==> config.mk <==
export PLATFORM = sky130hd
export DESIGN_NAME = rr_arbiter4_flat
export DESIGN_NICKNAME = d
export VERILOG_FILES = /design/src/rtl/rr_arbiter4_if.sv /design/src/rtl/rr_arbiter4.sv /design/src/flat_wrapper.sv
export SDC_FILE = /design/constraint.sdc
export NUM_CORES = 1
export LEC_CHECK = 0
export CAP_MARGIN = 20
export CORE_AREA = 4 4 41 43
export DETAILED_ROUTE_END_ITERATION = 7
export DIE_AREA = 0 0 45 47
export GPL_TIMING_DRIVEN = 0
export MAX_ROUTING_LAYER = met4
export PLACE_DENSITY = 0.79
export SLEW_MARGIN = 20
export SYNTH_ARGS = -nofsm -noshare
export SYNTH_HDL_FRONTEND = slang
export SYNTH_SLANG_ARGS = --single-unit
==> constraint.sdc <==
create_clock -name clk -period 6.1 [get_ports clk]
set_clock_uncertainty 0.2 [all_clocks]
set_input_delay 0.61 -clock clk [delete_from_list [all_inputs] [get_ports clk]]
set_output_delay 0.61 -clock clk [all_outputs]
set_load 0.02 [all_outputs]
==> src/rtl/rr_arbiter4_if.sv <==
// Request/grant bundle between requester blocks and the shared-resource arbiter.
// Latency: none (wires only).
// Backpressure: none; requesters hold req until they are done with the resource.
interface rr_arbiter4_if;
    logic       en;
    logic [3:0] req;
    logic [3:0] grant;
    logic [1:0] grant_idx;
    logic       grant_valid;
    logic       timeout;

    modport master (
        output en,
        output req,
        input  grant,
        input  grant_idx,
        input  grant_valid,
        input  timeout
    );

    modport slave (
        input  en,
        input  req,
        output grant,
        output grant_idx,
        output grant_valid,
        output timeout
    );
endinterface

==> src/rtl/rr_arbiter4.sv <==
// Round-robin arbiter: 4 requesters share one one-hot select, with optional hold timeout.
// Latency: req sampled in IDLE gives a registered grant one cycle later; one dead cycle after every release.
// Backpressure: en=0 blocks new grants only; a holder keeps its grant until req drops or MAX_HOLD expires.
module rr_arbiter4 #(
    parameter int MAX_HOLD = 8,
    parameter int HOLD_W   = 4
) (
    input  logic         clk,
    input  logic         rst_n,
    rr_arbiter4_if.slave arb
);
    localparam logic [0:0] IDLE  = 1'b0;
    localparam logic [0:0] GRANT = 1'b1;

    logic [0:0]        state;
    logic [1:0]        idx_q;
    logic [1:0]        last_q;
    logic              vld_q;
    logic              tmo_q;
    logic [HOLD_W-1:0] hold_cnt;

    logic [1:0]        sel;
    logic [1:0]        cand;
    logic              found;
    logic              hold_exp;

    // Search starts just after the last winner and wraps; k=4 lands back on last itself.
    always_comb begin
        sel   = last_q;
        cand  = last_q;
        found = 1'b0;
        for (int k = 1; k <= 4; k++) begin
            cand = last_q + 2'(k);
            if (!found && arb.req[cand]) begin
                sel   = cand;
                found = 1'b1;
            end
        end
    end

    assign hold_exp = (MAX_HOLD != 0) && (hold_cnt == HOLD_W'(MAX_HOLD));

    always_ff @(posedge clk or negedge rst_n) begin
        if (!rst_n) begin
            state    <= IDLE;
            idx_q    <= 2'd0;
            last_q   <= 2'd3;
            vld_q    <= 1'b0;
            tmo_q    <= 1'b0;
            hold_cnt <= '0;
        end else begin
            tmo_q <= 1'b0;
            if (state == IDLE) begin
                if (arb.en && found) begin
                    state    <= GRANT;
                    idx_q    <= sel;
                    last_q   <= sel;
                    vld_q    <= 1'b1;
                    hold_cnt <= HOLD_W'(1);
                end
            end else begin
                // Release always passes through IDLE, giving downstream a dead cycle.
                if (!arb.req[idx_q]) begin
                    state    <= IDLE;
                    vld_q    <= 1'b0;
                    hold_cnt <= '0;
                end else if (hold_exp) begin
                    state    <= IDLE;
                    vld_q    <= 1'b0;
                    tmo_q    <= 1'b1;
                    hold_cnt <= '0;
                end else if (hold_cnt != {HOLD_W{1'b1}}) begin
                    hold_cnt <= hold_cnt + HOLD_W'(1);
                end
            end
        end
    end

    assign arb.grant       = vld_q ? (4'b0001 << idx_q) : 4'b0000;
    assign arb.grant_idx   = idx_q;
    assign arb.grant_valid = vld_q;
    assign arb.timeout     = tmo_q;
endmodule

==> src/flat_wrapper.sv <==
// flat-port wrapper written by rule: the top's interface ports become plain ports
module rr_arbiter4_flat 
#(
    parameter int MAX_HOLD = 8,
    parameter int HOLD_W   = 4
)
  (clk, rst_n, arb_en, arb_req, arb_grant, arb_grant_idx, arb_grant_valid, arb_timeout);
  rr_arbiter4_if arb_i ();
  input  logic clk;
  input  logic rst_n;
  input wire logic [$bits(arb_i.en)-1:0] arb_en;
  input wire logic [$bits(arb_i.req)-1:0] arb_req;
  output wire logic [$bits(arb_i.grant)-1:0] arb_grant;
  output wire logic [$bits(arb_i.grant_idx)-1:0] arb_grant_idx;
  output wire logic [$bits(arb_i.grant_valid)-1:0] arb_grant_valid;
  output wire logic [$bits(arb_i.timeout)-1:0] arb_timeout;
  assign arb_i.en = arb_en;
  assign arb_i.req = arb_req;
  assign arb_grant = arb_i.grant;
  assign arb_grant_idx = arb_i.grant_idx;
  assign arb_grant_valid = arb_i.grant_valid;
  assign arb_timeout = arb_i.timeout;
  rr_arbiter4 #(.MAX_HOLD(MAX_HOLD), .HOLD_W(HOLD_W)) u_core (.clk(clk), .rst_n(rst_n), .arb(arb_i));
endmodule
Word-level counts from Yosys, hierarchy flattened --
Cells that the tools add are included.
Word-level totals: input port bits 7, output and inout bits 8, register bits after elaboration 11
Operators by class: muxes and demuxes 35, magnitude comparators 5, shift operators 1, bitwise operators 1, reduce and logical (&&, ||, !) cells 11, equal/unequal tests 4, add/subtract/negate cells 4
Operator list (count):
- $mux 4 | 6
- $mux 1 | 20
- $lt 2x3->1 const B | 5
- $bmux 1 s2 | 5
- $mux 2 | 4
- $ne 4x4->1 const B | 2
- $reduce_and 2->1 | 3
- $add 2x2->2 const B | 2
- $add 4x1->4 const B | 1
- $eq 4x4->1 const B | 1
- $logic_and 1x1->1 | 4
- $shl 1x2->4 const A | 1
- $logic_not 1->1 | 3
- $ne 3x3->1 const B | 1
- $add 2x1->2 const B | 1
- $reduce_bool 2->1 | 1
- $not 1->1 | 1

Depth between registers and ports, before layout --
depth in word-level cells 16, depth in mapped cells 6

Least setup slack after synthesis --
No wires, ideal clock.
path kind input-to-reg, from input arb_req[0], to register u_core.hold_cnt[0], setup slack 3.911 ns, setup time 0.125 ns, cell stages on the path 4, arrival time 1.864 ns, cell sequence or4_1 > a21oi_1 > a41o_1 > mux2_4
On the way: word-level cells in the longest chain between the ends 15, elaborated cells between the ends (all ways) 26, those cells by class eq/ne (1); mux (16); reduce/logical (9)
Ends and longest elaborated chain:
- start, declared | line flat_wrapper.sv:12 | input wire logic [$bits(arb_i.req)-1:0] arb_req;
- $bmux 1 s2 | line rr_arbiter4.sv:34 | if (!found && arb.req[cand]) begin
- $mux 1 (not written as such) | line rr_arbiter4.sv:34
- $mux 1 | line rr_arbiter4.sv:34
- $logic_not 1->1 | line rr_arbiter4.sv:34
- $logic_and 1x1->1 | line rr_arbiter4.sv:34
- $mux 1 | line rr_arbiter4.sv:34
- $logic_not 1->1 | line rr_arbiter4.sv:34
- $logic_and 1x1->1 | line rr_arbiter4.sv:34
- $mux 1 | line rr_arbiter4.sv:34
- $logic_not 1->1 | line rr_arbiter4.sv:34
- $logic_and 1x1->1 | line rr_arbiter4.sv:34
- $mux 1 | line rr_arbiter4.sv:34
- $logic_and 1x1->1 | line rr_arbiter4.sv:54 | if (arb.en && found) begin
- $reduce_bool 2->1 (no line)
- $reduce_and 2->1 (no line)
- end signal, assigned | line rr_arbiter4.sv:73 | hold_cnt <= hold_cnt + HOLD_W'(1);
- end, declared | line rr_arbiter4.sv:20 | logic [HOLD_W-1:0] hold_cnt;
Several ways; a longest one is shown, not always the timed one. The select of a mux whose other input is x is not followed. A chain may end at the register's enable or synchronous reset.

Worst setup path after layout --
from input arb_req[1], to register u_core.hold_cnt[0]
Same word-level chain as after synthesis.

==> run_results.csv <==
group,metric,value,unit
placement,globalplace.congestion,0.822,
pwr,power_switching,156,uW
pwr,p_comb_share,49.6,%
global_route,grt_use_met3,6.90,%
timing,fmax,398,MHz
worst_setup_path,crit_type,"in2reg",
pwr,ir_drop,0.300,mV
timing,fin_crit,2.51,ns
floorplanning,coreArea,1300,um2
clocking,clockRootBuffer,"clkbuf_4",
clocking,clk_pin_slew_worst_paths,0.07,ns
worst_setup_path,r2r-end,"u_core.hold_cnt[0]$_DFFE_PN0P_",
floorplanning,io-pin-count,15,
synthesis,yosysMostFrequentCell,"dfrtp_1",
cells_and_area,insertedDiodeCount,0,
timing,max-slew-margin-rel,66.7,%
worst_setup_path,r2r_setup_slack,4.01,ns
cells_and_area,drive_gt1_share,9.88,%
synthesis,synth_top_area_share,35.0,%
synthesis,yosysTopAreaCell,"dfrtp_1",
route,antenna_left,0,
synthesis,yosys_warnings,0,
global_route,antenna_found_initial,0,
cells_and_area,syn2layout_area_growth,28.8,%
synthesis,yosysSeqAreaShare,43.2,%
pwr,clkPwrFrac,12.9,%
hold_path,worstHoldStart,"u_core.hold_cnt[3]$_DFFE_PN0P_",
clocking,clock_latency,0.27,ns
cells_and_area,nNetsFinal,91,
hold_path,min_path_type,"reg2reg",
timing,holdWs,0.365,ns
synthesis,synthTopCellsByCount,"9 x dfrtp_1, 5 x nand2_1, 5 x nor2_1, 4 x a21o_1",
synthesis,avgSynthCellArea,10.2,um2
clocking,clkSinkCount,11,
worst_setup_path,cp_max_fo,5,
cells_and_area,final_area,828,um2
pwr,p_seq_share,37.5,%
timing,setup-violations-final,0,
floorplanning,die_width,45,um
worst_setup_path,cp.arrival,2.47,ns
global_route,grtUsageMet1,17.7,%
route,wire_per_inst,13.9,um
run,max_cap_viol_count,0,
clocking,ctsHoldBuffers,0,
global_route,use_met2,23.2,%
clocking,cts-resized-gates,0,
synthesis,synthCells,63,
timing,slew_viol_final,0,
timing,tightest_slew,0.492,ns
synthesis,yosys.cell_types.count,28,
route,route.detailed.drc,0,
timing,timing.final.crit_share,41.2,%
synthesis,synthArstFlopShare,100,%
timing,final_hold_viol_count,0,
floorplanning,start_util,49.4,%
pwr,swShare,39.7,%
synthesis,synth_fp_nets,72,
worst_setup_path,reg2reg_from,"u_core.arb.grant_idx[0]$_DFFE_PN0P_",
route,dr.pass1.iters,4,
hold_path,hold_depth,1,
clocking,clockBufferDepth,2,
pwr,p_leak,0.392,nW
floorplanning,fp.dieH,47,um
floorplanning,rows,13,
worst_setup_path,start_kind,"input pin",
global_route,grt_usage,15.5,%
synthesis,ys_seq_elements,11,
route,wl,1330,um
global_route,grt_overflow_total,0,
worst_setup_path,required,6.06,ns
route,drt_first_iter_violations,21,
synthesis,synth_edf_count,0,
pwr,p_int,236,uW
worst_setup_path,reg2reg_depth,4,
global_route,grt_max_degree,12,
placement,postPlaceCellArea,802,um2
worst_setup_path,end_kind,"flop",
floorplanning,die_area,2120,um2
synthesis,synth_top_cells_by_area,"dfrtp_1 35%, dfstp_2 8.2%, a21o_1 4.7%",
synthesis,netlist_area,643,um2
clocking,post-cts-setup-buffer-count,0,
placement,io_buffers,14,
route,vias_per_cell,5.96,
cells_and_area,nFillCells,114,
route,dr_total_vias,572,
clocking,tritoncts,"done",
global_route,top_usage_layer,"met2",
placement,dpl.hpwl,1000,um
status,status,"complete, no violations",
timing,rsz0062_at_grt,"false",
clocking,ctsHtreeMaxLevel,1,
synthesis,ys.flop_type,"dfrtp_1",
global_route,grt_pass1_vias,479,
clocking,numCtsBuffers,3,
hold_path,hold_path_end,"u_core.hold_cnt[3]$_DFFE_PN0P_",
pwr,powerDensity,473,nW/um2
global_route,grt_pass1_wl,2160,um
timing,fin_setup_tns,0,ns
-- power groups by stage --
stage                     registers [mW]  clock network, mW  logic, mW
after floorplan                    0.150                  0      0.117
after global placement             0.146                  0      0.187
after detailed placement           0.148                  0      0.194
after CTS                          0.147             0.0510      0.196
after global routing               0.155             0.0563      0.208
final                              0.147             0.0506      0.194
-- worst max-delay path by stage --
stage,start,to,cells after the start
after floorplan,arb_req[0],u_core.hold_cnt[0]$_DFFE_PN0P_,4
after global placement,arb_req[1],u_core.hold_cnt[0]$_DFFE_PN0P_,5
after detailed placement,arb_req[1],u_core.hold_cnt[0]$_DFFE_PN0P_,5
after CTS,arb_req[1],u_core.hold_cnt[0]$_DFFE_PN0P_,5
after global routing,arb_req[1],u_core.hold_cnt[0]$_DFFE_PN0P_,5
final,arb_req[1],u_core.hold_cnt[0]$_DFFE_PN0P_,5
-- cells by family (layout without fill, tap and decap cells) --
logic type | Yosys count | after routing | share of synthesized area [%]
buffers and inverters | 3 | 21 | 1.75
AO/OA/AOI/OAI | 15 | 15 | 16.5
flip-flops | 11 | 11 | 43.2
AND/OR/NAND/NOR | 28 | 28 | 25.7
adder cells (fa/ha/maj) | 2 | 2 | 3.89
multiplexers | 4 | 4 | 8.95
-- layout by cell type (no fill, tap or decap), types with 3 or more instances in the layout --
master           instances
clkbuf_4                 3
dfrtp_1                  9
inv_1                    3
and3b_1                  3
a21o_1                   4
nand2_1                  5
clkdlybuf4s50_1         14
nor2_1                   5
a21oi_1                  3
-- sequential cells by signal (all words and copies together) (netlist names) --
name and cells:
u_core.state 1, u_core.hold_cnt 4, u_core.arb.timeout 1, u_core.arb.grant_valid 1, u_core.last_q 2, u_core.arb.grant_idx 2
-- per-layer routing --
| layer | vias to the layer above | wire, um |
|---|---|---|
| met2 | 21 | 648 |
| met5 | - | 0 |
| met1 | 276 | 562 |
| met3 | 5 | 101 |
| met4 | 0 | 21 |
| li1 | 270 | - |
-- area by class of cell --
cell class	instances	area, um2	share of cell area [%]
Clock buffer	4	26.3	3.17
Timing Repair Buffer	14	140	16.9
Multi-Input combinational cell	49	354	42.7
Inverter	3	11.3	1.36
Sequential cell	11	278	33.5
Tap cell	15	18.8	2.27
-- metrics by stage --
step / worst slack (ns) / power (mW) / instances / utilization, %
after global routing: 3.52 / 0.419 / 96 / 63.7
after CTS: 3.60 / 0.394 / 96 / 63.7
final: 3.59 / 0.392 / 96 / 63.7
after detailed placement: 3.31 / 0.342 / 92 / 61.6
after global placement: 3.34 / 0.333 / 92 / 61.6
after floorplan: 3.91 / 0.268 / 63 / -
-- critical path: stages --
cell,delay (ns)
clkdlybuf4s50_1,0.48
or4_1,0.58
a21oi_1,0.27
a41o_1,0.22
mux2_4,0.31
(Power assumes the default switching activity.)
